File: config.mk
export PLATFORM = sky130hd
export DESIGN_NAME = stump_alu_stage
export DESIGN_NICKNAME = d
export VERILOG_FILES = /design/src/rtl/stump_alu_stage.sv
export SDC_FILE = /design/constraint.sdc
export NUM_CORES = 1
export LEC_CHECK = 0
export ABC_AREA = 1
export BUFFER_PORTS_ARGS = -buffer_cell sky130_fd_sc_hd__clkbuf_2
export CAP_MARGIN = 10
export CORE_MARGIN = 4
export CORE_UTILIZATION = 45
export CTS_BUF_LIST = sky130_fd_sc_hd__clkbuf_4
export CTS_CLUSTER_SIZE = 20
export DETAILED_ROUTE_END_ITERATION = 12
export PLACE_DENSITY = 0.78
export SLEW_MARGIN = 20
export SYNTH_ARGS = -nofsm -noshare
export SYNTH_HDL_FRONTEND = slang
export SYNTH_SLANG_ARGS = --single-unit
File: constraint.sdc
create_clock -name clk -period 3.2 [get_ports clk]
set_input_delay 0 -clock clk [delete_from_list [all_inputs] [get_ports clk]]
set_output_delay 0 -clock clk [all_outputs]
set_load 0.02 [all_outputs]
File: src/rtl/stump_alu_stage.sv
// Registered Stump ALU stage with NZVC flags and a valid/ready handshake on both sides.
// Defining STUMP_ALU_SKID_EN adds a one-entry skid buffer and makes in_ready a registered output.
module stump_alu_stage #(
  parameter int WIDTH = 16
) (
  input  logic             clk,
  input  logic             rst_n,
  input  logic             in_valid,
  output logic             in_ready,
  input  logic [WIDTH-1:0] operand_A,
  input  logic             shift_c,
  input  logic [WIDTH-1:0] operand_B,
  input  logic [2:0]       func,
  input  logic             cc_en,
  output logic [WIDTH-1:0] result,
  output logic             out_valid,
  input  logic             out_ready,
  output logic [3:0]       cc
);

  localparam logic [2:0] F_ADC = 3'b001;
  localparam logic [2:0] F_SUB = 3'b010;
  localparam logic [2:0] F_SBC = 3'b011;
  localparam logic [2:0] F_AND = 3'b100;
  localparam logic [2:0] F_OR  = 3'b101;

  logic [WIDTH-1:0] result_q, result_d;
  logic             out_valid_q, out_valid_d;
  logic [3:0]       cc_q, cc_d;
  logic             accept;

  logic [WIDTH-1:0] b_eff;
  logic             cin;
  logic [WIDTH:0]   sum;
  logic [WIDTH-1:0] alu_res;
  logic             alu_c, alu_v;
  logic             cc_write;

  // Signed-overflow rule: operands agree in sign but the sum does not.
  function automatic logic ovf(input logic a_msb, input logic b_msb, input logic s_msb);
    return (a_msb == b_msb) && (s_msb != a_msb);
  endfunction

  function automatic logic [3:0] pack_flags(input logic [WIDTH-1:0] r, input logic v, input logic c);
    return {r[WIDTH-1], (r == '0), v, c};
  endfunction

  always_comb begin
    b_eff = (func == F_SUB || func == F_SBC) ? ~operand_B : operand_B;
    case (func)
      F_ADC, F_SBC: cin = cc_q[0];
      F_SUB:        cin = 1'b1;
      default:      cin = 1'b0;
    endcase
    sum = {1'b0, operand_A} + {1'b0, b_eff} + {{WIDTH{1'b0}}, cin};
    alu_res = sum[WIDTH-1:0];
    alu_c   = sum[WIDTH];
    alu_v   = ovf(operand_A[WIDTH-1], b_eff[WIDTH-1], sum[WIDTH-1]);
    if (func == F_AND) begin
      alu_res = operand_A & operand_B;
      alu_c   = shift_c;
      alu_v   = 1'b0;
    end else if (func == F_OR) begin
      alu_res = operand_A | operand_B;
      alu_c   = shift_c;
      alu_v   = 1'b0;
    end
  end

  // Flags commit at accept time so a following ADC/SBC sees them immediately.
  assign cc_write = accept && cc_en && (func[2:1] != 2'b11);

  always_comb begin
    cc_d = cc_write ? pack_flags(alu_res, alu_v, alu_c) : cc_q;
  end

`ifdef STUMP_ALU_SKID_EN
  logic [WIDTH-1:0] skid_q, skid_d;
  logic             skid_valid_q, skid_valid_d;
  logic             consume;

  assign in_ready = !skid_valid_q;
  assign accept   = in_valid && !skid_valid_q;
  assign consume  = out_valid_q && out_ready;

  always_comb begin
    result_d     = result_q;
    out_valid_d  = out_valid_q;
    skid_d       = skid_q;
    skid_valid_d = skid_valid_q;
    if (consume) begin
      if (skid_valid_q) begin
        result_d     = skid_q;
        skid_valid_d = 1'b0;
      end else if (accept) begin
        result_d = alu_res;
      end else begin
        out_valid_d = 1'b0;
      end
    end else if (accept) begin
      if (out_valid_q) begin
        skid_d       = alu_res;
        skid_valid_d = 1'b1;
      end else begin
        result_d    = alu_res;
        out_valid_d = 1'b1;
      end
    end
  end

  // Skid payload needs no reset; its valid bit guards it.
  always_ff @(posedge clk) begin
    skid_q <= skid_d;
    if (!rst_n) skid_valid_q <= 1'b0;
    else        skid_valid_q <= skid_valid_d;
  end
`else
  assign in_ready = !out_valid_q || out_ready;
  assign accept   = in_valid && in_ready;

  always_comb begin
    result_d    = result_q;
    out_valid_d = out_valid_q;
    if (accept) begin
      result_d    = alu_res;
      out_valid_d = 1'b1;
    end else if (out_ready) begin
      out_valid_d = 1'b0;
    end
  end
`endif

  always_ff @(posedge clk) begin
    if (!rst_n) begin
      result_q    <= '0;
      out_valid_q <= 1'b0;
      cc_q        <= 4'b0000;
    end else begin
      result_q    <= result_d;
      out_valid_q <= out_valid_d;
      cc_q        <= cc_d;
    end
  end

  assign result    = result_q;
  assign out_valid = out_valid_q;
  assign cc        = cc_q;

endmodule

==> results of run 1 <==
[area by class of cell]
| cell class | count | area (um2) |
|---|---|---|
| inverters | 71 | 267 |
| repair buffers | 67 | 353 |
| multi-input cells | 316 | 1690 |
| well taps | 70 | 87.6 |
| flip-flops and latches | 21 | 420 |
| clock buffers | 3 | 22.5 |
| clock inverters | 1 | 7.51 |
| fillers | 534 | 2290 |
[worst max-delay path: stages (launching register included)]
cell and delay (ns):
dfxtp_1 0.40, a31oi_1 0.12, fa_1 0.38, inv_1 0.14
fa_1 0.43, or2_0 0.22, nand3_1 0.10, nand2_1 0.06
nor2_1 0.08, nand2_1 0.05, nor2_1 0.11, nand2_1 0.06
nor2_1 0.11, nand3_1 0.10, a21oi_1 0.13
[per-stage QoR]
stage                     worst slack (ns)  hold WS (ns)  area (um2)  utilization, %
after floorplan                      0.823         0.138        2410               -
after global placement               0.567         0.300        2800            54.5
after detailed placement             0.463         0.317        2800            54.5
after CTS                            0.692        0.0243        2850            55.4
after global routing                 0.407        0.0328        2850            55.4
final                                0.671        0.0329        2850            55.4
[logic make-up (layout without fill, tap and decap cells)]
kind of cell             after synthesis  in the layout  synth area share, %
XOR/XNOR                              17             17                 6.17
buffers and inverters                 79            142                 12.5
AO/OA/AOI/OAI                         65             65                 15.4
AND/OR/NAND/NOR                      214            214                 37.8
adder cells (fa/ha/maj)               20             20                 10.7
flip-flops                            21             21                 17.4
[where the power goes]
| part | internal [uW] | switching [uW] | leakage [uW] |
|---|---|---|---|
| clock network | 47.7 | 85.5 | 0.0000139 |
| registers | 285 | 12.8 | 0.000174 |
| logic | 196 | 346 | 0.00141 |
| total | 529 | 444 | 0.00159 |
[final timing paths]
kind           end  cells after the start  slack, ns
max          cc[2]                     14       0.67
min          cc[1]                      4       0.03
max reg2reg  cc[2]                     14       0.67
min reg2reg  cc[1]                      2       0.49
[state kept, by name, indices dropped and copies added (netlist names)]
name	count
cc	4
out_valid	1
result	16
[layout by cell type, fill, tap and decap left out, types with 13 or more instances in the layout]
cell and count:
clkbuf_2 62, inv_1 66, nand2_1 122, ha_1 15, nand3_1 47, nor2_1 26, xnor2_1 13, o21ai_0 17
a21oi_1 29, dfxtp_1 21
[timing repair]
| item | 4_1_cts | 5_1_grt |
|---|---|---|
| setup endpoints to repair | 0 | 0 |
| endpoints found under the hold margin | 1 | 0 |
| hold buffers | 2 | 0 |
[layer usage]
layer / up-vias / wire length (um) / global-route usage (%)
met5: - / 0 / 0
met4: 0 / 114 / 4.73
met3: 12 / 416 / 3.44
met2: 86 / 3190 / 35.9
met1: 1206 / 3060 / 27.6
li1: 1468 / - / -
==> impl_metrics.ini, run 1 <==
[worst_setup_path]
critPathCaptureType = flop
cp_data_arrival_time_ns = 2.78
critPathKind = reg -> reg
worstReg2RegStart = cc[0]
cp_data_required_time_ns = 3.45
critPathLaunch = cc[0]
worstSetupStartpointType = flop
cp_max_fo = 4

[grt]
grt_pass1_vias = 2525
grt_antenna_before_repair = 0
grt_first_pass_wirelength_mm = 11.1
grt-ovfl-total = 0
globalRouteTotalUtil_pct = 21.0
grt_max_degree = 34

[timing]
hold_viol = 0
fin_setup_tns_ns = 0
post-route-period-util_pct = 79.0
slew_headroom_pct = 74.4
max_freq_mhz = 395
setup_viol = 0
worst_pin_slew_ns = 0.384
rsz0062_at_grt = false
maxSlewViolCount = 0
clock_skew_ns = 0.00604
fin_crit_ns = 2.53

[layout]
antenna_cells = 0
synthToLayoutAreaGrowth_pct = 18.0
nets = 538
layout-drive-gt1-share_pct = 16.5
fin_cells = 549

[drt]
num_vias = 2772
wl_mm = 6.78
ant_nets = 0
drt_iter0_drc = 198
drt-pass1-iter-count = 4
viasPerCell = 5.05
wl_per_cell_um = 12.3
route.detailed.drc = 0

[synth]
syn_nets = 474
syn_area_um2 = 2410
synth-main-ff-cell = dfxtp_1
synth-edff-count = 0
syn_area_per_cell_um2 = 5.80
yosysSeqAreaShare_pct = 17.4
synth_most_common_cell = nand2_1
syn_inst = 416
ys_async_sr_fraction_pct = 0
ys_types = 31
synth_common_cells = 122 x nand2_1, 66 x inv_1, 47 x nand3_1
synth_seq_cells = 21
synth_warnings = 0
synth.largest_area_cell = nand2_1
synth.top_cell.area_share_pct = 19.0
synthTopCellsByArea = nand2_1 19%, dfxtp_1 17%, inv_1 10%, nand3_1 9.7%, ha_1 7.8%

[cts]
cts_buffers = 3
cts_sinks = 21
cts-root-buf = clkbuf_4
clk_latency_ns = 0.31
postCtsSetupBuffers = 0
post_cts_resized = 0
cts.clk_slew.worst_paths_ns = 0.13
ctsLongestPathBuffers = 2
htreeDepth = 1
cts_tree = done

[die]
die_w_um = 81.2
die_y_um = 81.2
start_util_pct = 47.0
ios = 63
rows = 26
die_area_um2 = 6600
core_um2 = 5140

[place]
hpwl_mm = 5.60
place_congestion = 0.934
portBuffers = 62
placed_cells = 543

[job]
drv_cap = 0

[hold_path]
holdCritStartpoint = operand_A[15]
hp-class = in -> reg

[outcome]
outcome = finished clean

[power_and_ir_drop]
ir_drop_mv = 0.265
total_power_uw = 973
power.density_nw_per_um2 = 342
p_leak_uw = 0.00159
Note: power is estimated with default switching activity, not from simulation.
==> run 2: changes to the inputs <==
clock period = 2.45 ns   (was 3.2 ns; I/O delays follow)
==> impl_metrics.ini, run 2 (synthesis gave the netlist of run 1 again) <==
[die]
core_um2 = 5140
die_area_um2 = 6600
die_y_um = 81.2
rows = 26
die_w_um = 81.2
start_util_pct = 47.0
ios = 63

[timing]
hold_viol = 0
worst_pin_slew_ns = 0.392
fin_setup_tns_ns = 0
rsz0062_at_grt = true
setup_viol = 0
clock_skew_ns = 0.00196
holdWs_ns = 0.0464
slew_headroom_pct = 73.9
fin_ws_ns = 0.0851
fin_crit_ns = 2.36
max_freq_mhz = 423
post-route-period-util_pct = 96.5
maxSlewViolCount = 0

[drt]
drt-pass1-iter-count = 5
drt_iter0_drc = 167
ant_nets = 0
wl_mm = 6.78
wl_per_cell_um = 12.2
route.detailed.drc = 0
viasPerCell = 5.11
num_vias = 2835

[hold_path]
hp-class = in -> reg

[outcome]
outcome = finished clean

[grt]
grt_antenna_before_repair = 0
grt_pass1_vias = 2511
grt_first_pass_wirelength_mm = 11.0
globalRouteTotalUtil_pct = 20.8
grt_max_degree = 33
grt-ovfl-total = 0

[layout]
final_cell_mix = 120 x nand2_1, 65 x inv_1, 62 x clkbuf_2
nets = 544
synthToLayoutAreaGrowth_pct = 20.8
largest_reg_flops = 16
final_common_cell = nand2_1
layout-drive-gt1-share_pct = 19.2
antenna_cells = 0

[place]
portBuffers = 62
hpwl_mm = 5.67
dpl_worst_slack_ns = -0.0284
place_congestion = 0.952

[cts]
htreeDepth = 1
cts_tree = done
clk_latency_ns = 0.30
ctsLongestPathBuffers = 2
cts_sinks = 21
cts.clk_slew.worst_paths_ns = 0.11
cts-root-buf = clkbuf_4
cts_buffers = 3
postCtsSetupBuffers = 0

[worst_setup_path]
worstSetupStartpointType = flop
cp_max_fo = 4
critPathCaptureType = flop
cp_data_required_time_ns = 2.69
slowest_stage = fa_2
critPathTopFamily = simple AND/OR/NAND/NOR gates
crit_top_cell = nand2_1
cp_data_arrival_time_ns = 2.60
worst-path-buf-inv = 1
crit_chain = a31oi_2 -> fa_2 -> inv_2 -> fa_2 -> nand2_1 -> nand3_1 -> nand3_1 -> nand2_1 -> nand2_1 -> nand2_1 -> nand2_1 -> nand2_1 -> nand2_1 -> nand3_1 -> nor2_1 -> nand3_1 -> a21oi_1
critPathKind = reg -> reg
slowest_delay_ns = 0.39

[job]
drv_cap = 0

[power_and_ir_drop]
ir_drop_mv = 0.369
p_leak_uw = 0.00163
power.density_nw_per_um2 = 445
==> run 2: final timing paths <==
kind	startpoint	end	slack [ns]	cells after the start
setup / recovery	cc[0]	cc[2]	0.09	17
hold / removal	operand_A[15]	cc[1]	0.05	4
setup reg to reg	cc[0]	cc[2]	0.09	17
hold reg to reg	cc[1]	cc[1]	0.47	2
==> run 2: per-stage QoR <==
stage / std cells / utilization (%) / instance area [um2] / total power, uW
6_report: 555 / 56.7 / 2920 / 1300
3_3_place_gp: 549 / 55.3 / 2840 / 1100
3_5_place_dp: 549 / 55.3 / 2840 / 1110
5_1_grt: 555 / 56.7 / 2920 / 1420
2_1_floorplan: 416 / - / 2410 / 897
4_1_cts: 555 / 56.4 / 2900 / 1290
==> run 2: timing repair <==
| item | CTS | global route |
|---|---|---|
| hold endpoints to repair | 1 | 0 |
| resized for setup | 2 | 6 |
| setup endpoints to repair | 1 | 2 |
| hold buffers | 2 | 0 |
==> run 2: tightest hold or removal path: cells and delay by family <==
| family | cells | cell delay, ns |
|---|---|---|
| simple gates | 2 | 0.13 |
| compound gates | 1 | 0.05 |
| buf+inv | 1 | 0.12 |
==> run 2: per-layer routing <==
| metal | wire (um) | track usage, % | vias up |
|---|---|---|---|
| met4 | 46 | 2.70 | 0 |
| li1 | - | - | 1485 |
| met3 | 381 | 3.44 | 6 |
| met5 | 0 | 0 | - |
| met1 | 3150 | 28.6 | 1263 |
| met2 | 3200 | 35.0 | 81 |
==> run 2: cell type report <==
type / count / area, um2
fillers: 554 / 2220
multi-input cells: 316 / 1710
flip-flops and latches: 21 / 422
repair buffers: 73 / 398
inverters: 71 / 267
well taps: 70 / 87.6
clock buffers: 4 / 30.0
==> run 2: where the power goes <==
part / total (uW) / switching (uW) / leakage, uW / internal (uW)
combinational: 732 / 459 / 0.00143 / 273
sequential: 390 / 17.3 / 0.000174 / 373
clock: 175 / 100 / 0.0000184 / 74.5
total: 1300 / 577 / 0.00163 / 720
==> run 3: changes to the inputs <==
CTS_BUF_LIST = sky130_fd_sc_hd__clkbuf_2   (was sky130_fd_sc_hd__clkbuf_4)
SLEW_MARGIN = not set   (was 20)
==> impl_metrics.ini, run 3 (synthesis gave the netlist of run 1 again) <==
[grt]
grt_max_degree = 33
grt_first_pass_wirelength_mm = 10.9
globalRouteTotalUtil_pct = 20.7
use_met1_pct = 28.9
globalRoute.busiestLayer = met2
grt_antenna_before_repair = 0
grt-ovfl-total = 0
grtUsageMet3_pct = 3.33
grt_pass1_vias = 2499
met2_usage_pct = 34.5

[place]
hpwl_mm = 5.67
place_congestion = 0.952
dpl_worst_slack_ns = -0.0284
portBuffers = 62
dpl_cell_area_um2 = 2840

[drt]
ant_nets = 0
drt-pass1-iter-count = 5
wl_mm = 6.73
wl_per_cell_um = 12.1
route.detailed.drc = 0
viasPerCell = 5.13
num_vias = 2849
drt_iter0_drc = 189

[timing]
clock_skew_ns = 0.00521
post-route-period-util_pct = 96.7
rsz0062_at_grt = true
maxSlewViolCount = 0
fin_setup_tns_ns = 0
fin_crit_ns = 2.37
worst_pin_slew_ns = 0.388
slew_headroom_pct = 74.1
hold_viol = 0
max_freq_mhz = 422
setup_viol = 0
holdWs_ns = 0.0142
fin_ws_ns = 0.0798

[layout]
nets = 544
layout-drive-gt1-share_pct = 19.2
antenna_cells = 0
final_util_pct = 56.5
seq_area_um2 = 422
multi_input_area_um2 = 1710
nFillCells = 556
synthToLayoutAreaGrowth_pct = 20.4
final_cell_area_um2 = 2910
largest_reg_flops = 16
final_cell_mix = 120 x nand2_1, 66 x clkbuf_2, 65 x inv_1
final_common_cell = nand2_1

[worst_setup_path]
r2r-end = cc[2]
worstSetupStartpointType = flop
critPathKind = reg -> reg
rrSetupSlack_ns = 0.08
cp_max_fo = 4
worstReg2RegStart = cc[0]
cp_data_required_time_ns = 2.72
critPathCaptureType = flop
cp_data_arrival_time_ns = 2.64
reg2reg_depth = 17

[power_and_ir_drop]
p_leak_uw = 0.00163
ir_drop_mv = 0.332
power.density_nw_per_um2 = 436

[die]
die_y_um = 81.2
ios = 63
start_util_pct = 47.0
core_um2 = 5140
die_w_um = 81.2
die_area_um2 = 6600
rows = 26

[outcome]
outcome = finished clean

[cts]
cts.clk_slew.worst_paths_ns = 0.19
cts_sinks = 21
clk_latency_ns = 0.32
postCtsSetupBuffers = 0
htreeDepth = 1
cts_tree = done
ctsLongestPathBuffers = 2
cts_buffers = 3
cts-root-buf = clkbuf_2

[hold_path]
hold_end = cc[1]
hp-class = in -> reg
hold_path_depth = 4
holdCritStartpoint = operand_A[15]

[job]
drv_cap = 0
==> run 3: cell counts in the layout (fill, tap and decap cells not counted) <==
No cell type changed its count.
==> run 3: per-layer routing <==
layer  share of wire, %  routed length (um)  vias up
met5                  0                   0        -
met4               0.71                  48        0
met3                5.7                 387        4
met2                 47                3180       80
met1                 46                3120     1282
li1                   -                   -     1483
==> run 3: area by class of cell <==
cell class	instances	area share [%]
well taps	70	3.01
multi-input cells	316	58.9
inverters	71	9.17
repair buffers	73	13.7
flip-flops and latches	21	14.5
clock buffers	4	0.689
==> run 3: repair_timing <==
action / 4_1_cts / 5_1_grt
endpoints found under the setup margin: 1 / 2
hold buffers: 2 / 0
hold endpoints to repair: 1 / 0
pin swaps: 0 / 0
resized for setup: 2 / 6
==> run 3: stage by stage <==
| step | std cells | total power [uW] |
|---|---|---|
| after floorplan | 416 | 897 |
| after global placement | 549 | 1100 |
| after detailed placement | 549 | 1110 |
| after CTS | 555 | 1260 |
| after global routing | 555 | 1390 |
| final | 555 | 1270 |
==> run 3: worst max-delay path by stage <==
stage,startpoint,to,slack [ns],cells past startpoint
floorplan,cc[0],cc[2],0.07,14
global placement,func[2],cc[2],0.02,18
detailed placement,func[2],cc[2],-0.03,18
CTS,cc[0],cc[2],0.02,14
global route,cc[0],cc[2],-0.07,14
finish,cc[0],cc[2],0.08,17
==> run 3: power breakdown <==
| group | leakage, uW | switching (uW) | internal (uW) |
|---|---|---|---|
| clock network | 0.0000166 | 102 | 43.2 |
| registers | 0.000174 | 17.3 | 373 |
| logic | 0.00143 | 459 | 272 |
==> run 3: critical path, stage by stage, from the launching register on <==
cell	delay, ns
dfxtp_2	0.38
a31oi_2	0.15
fa_2	0.22
inv_2	0.04
fa_2	0.39
nand2_1	0.08
nand3_1	0.06
nand3_1	0.11
nand2_1	0.10
nand2_1	0.11
nand2_1	0.08
nand2_1	0.07
nand2_1	0.04
nand2_1	0.07
nand3_1	0.11
nor2_1	0.11
nand3_1	0.08
a21oi_1	0.12
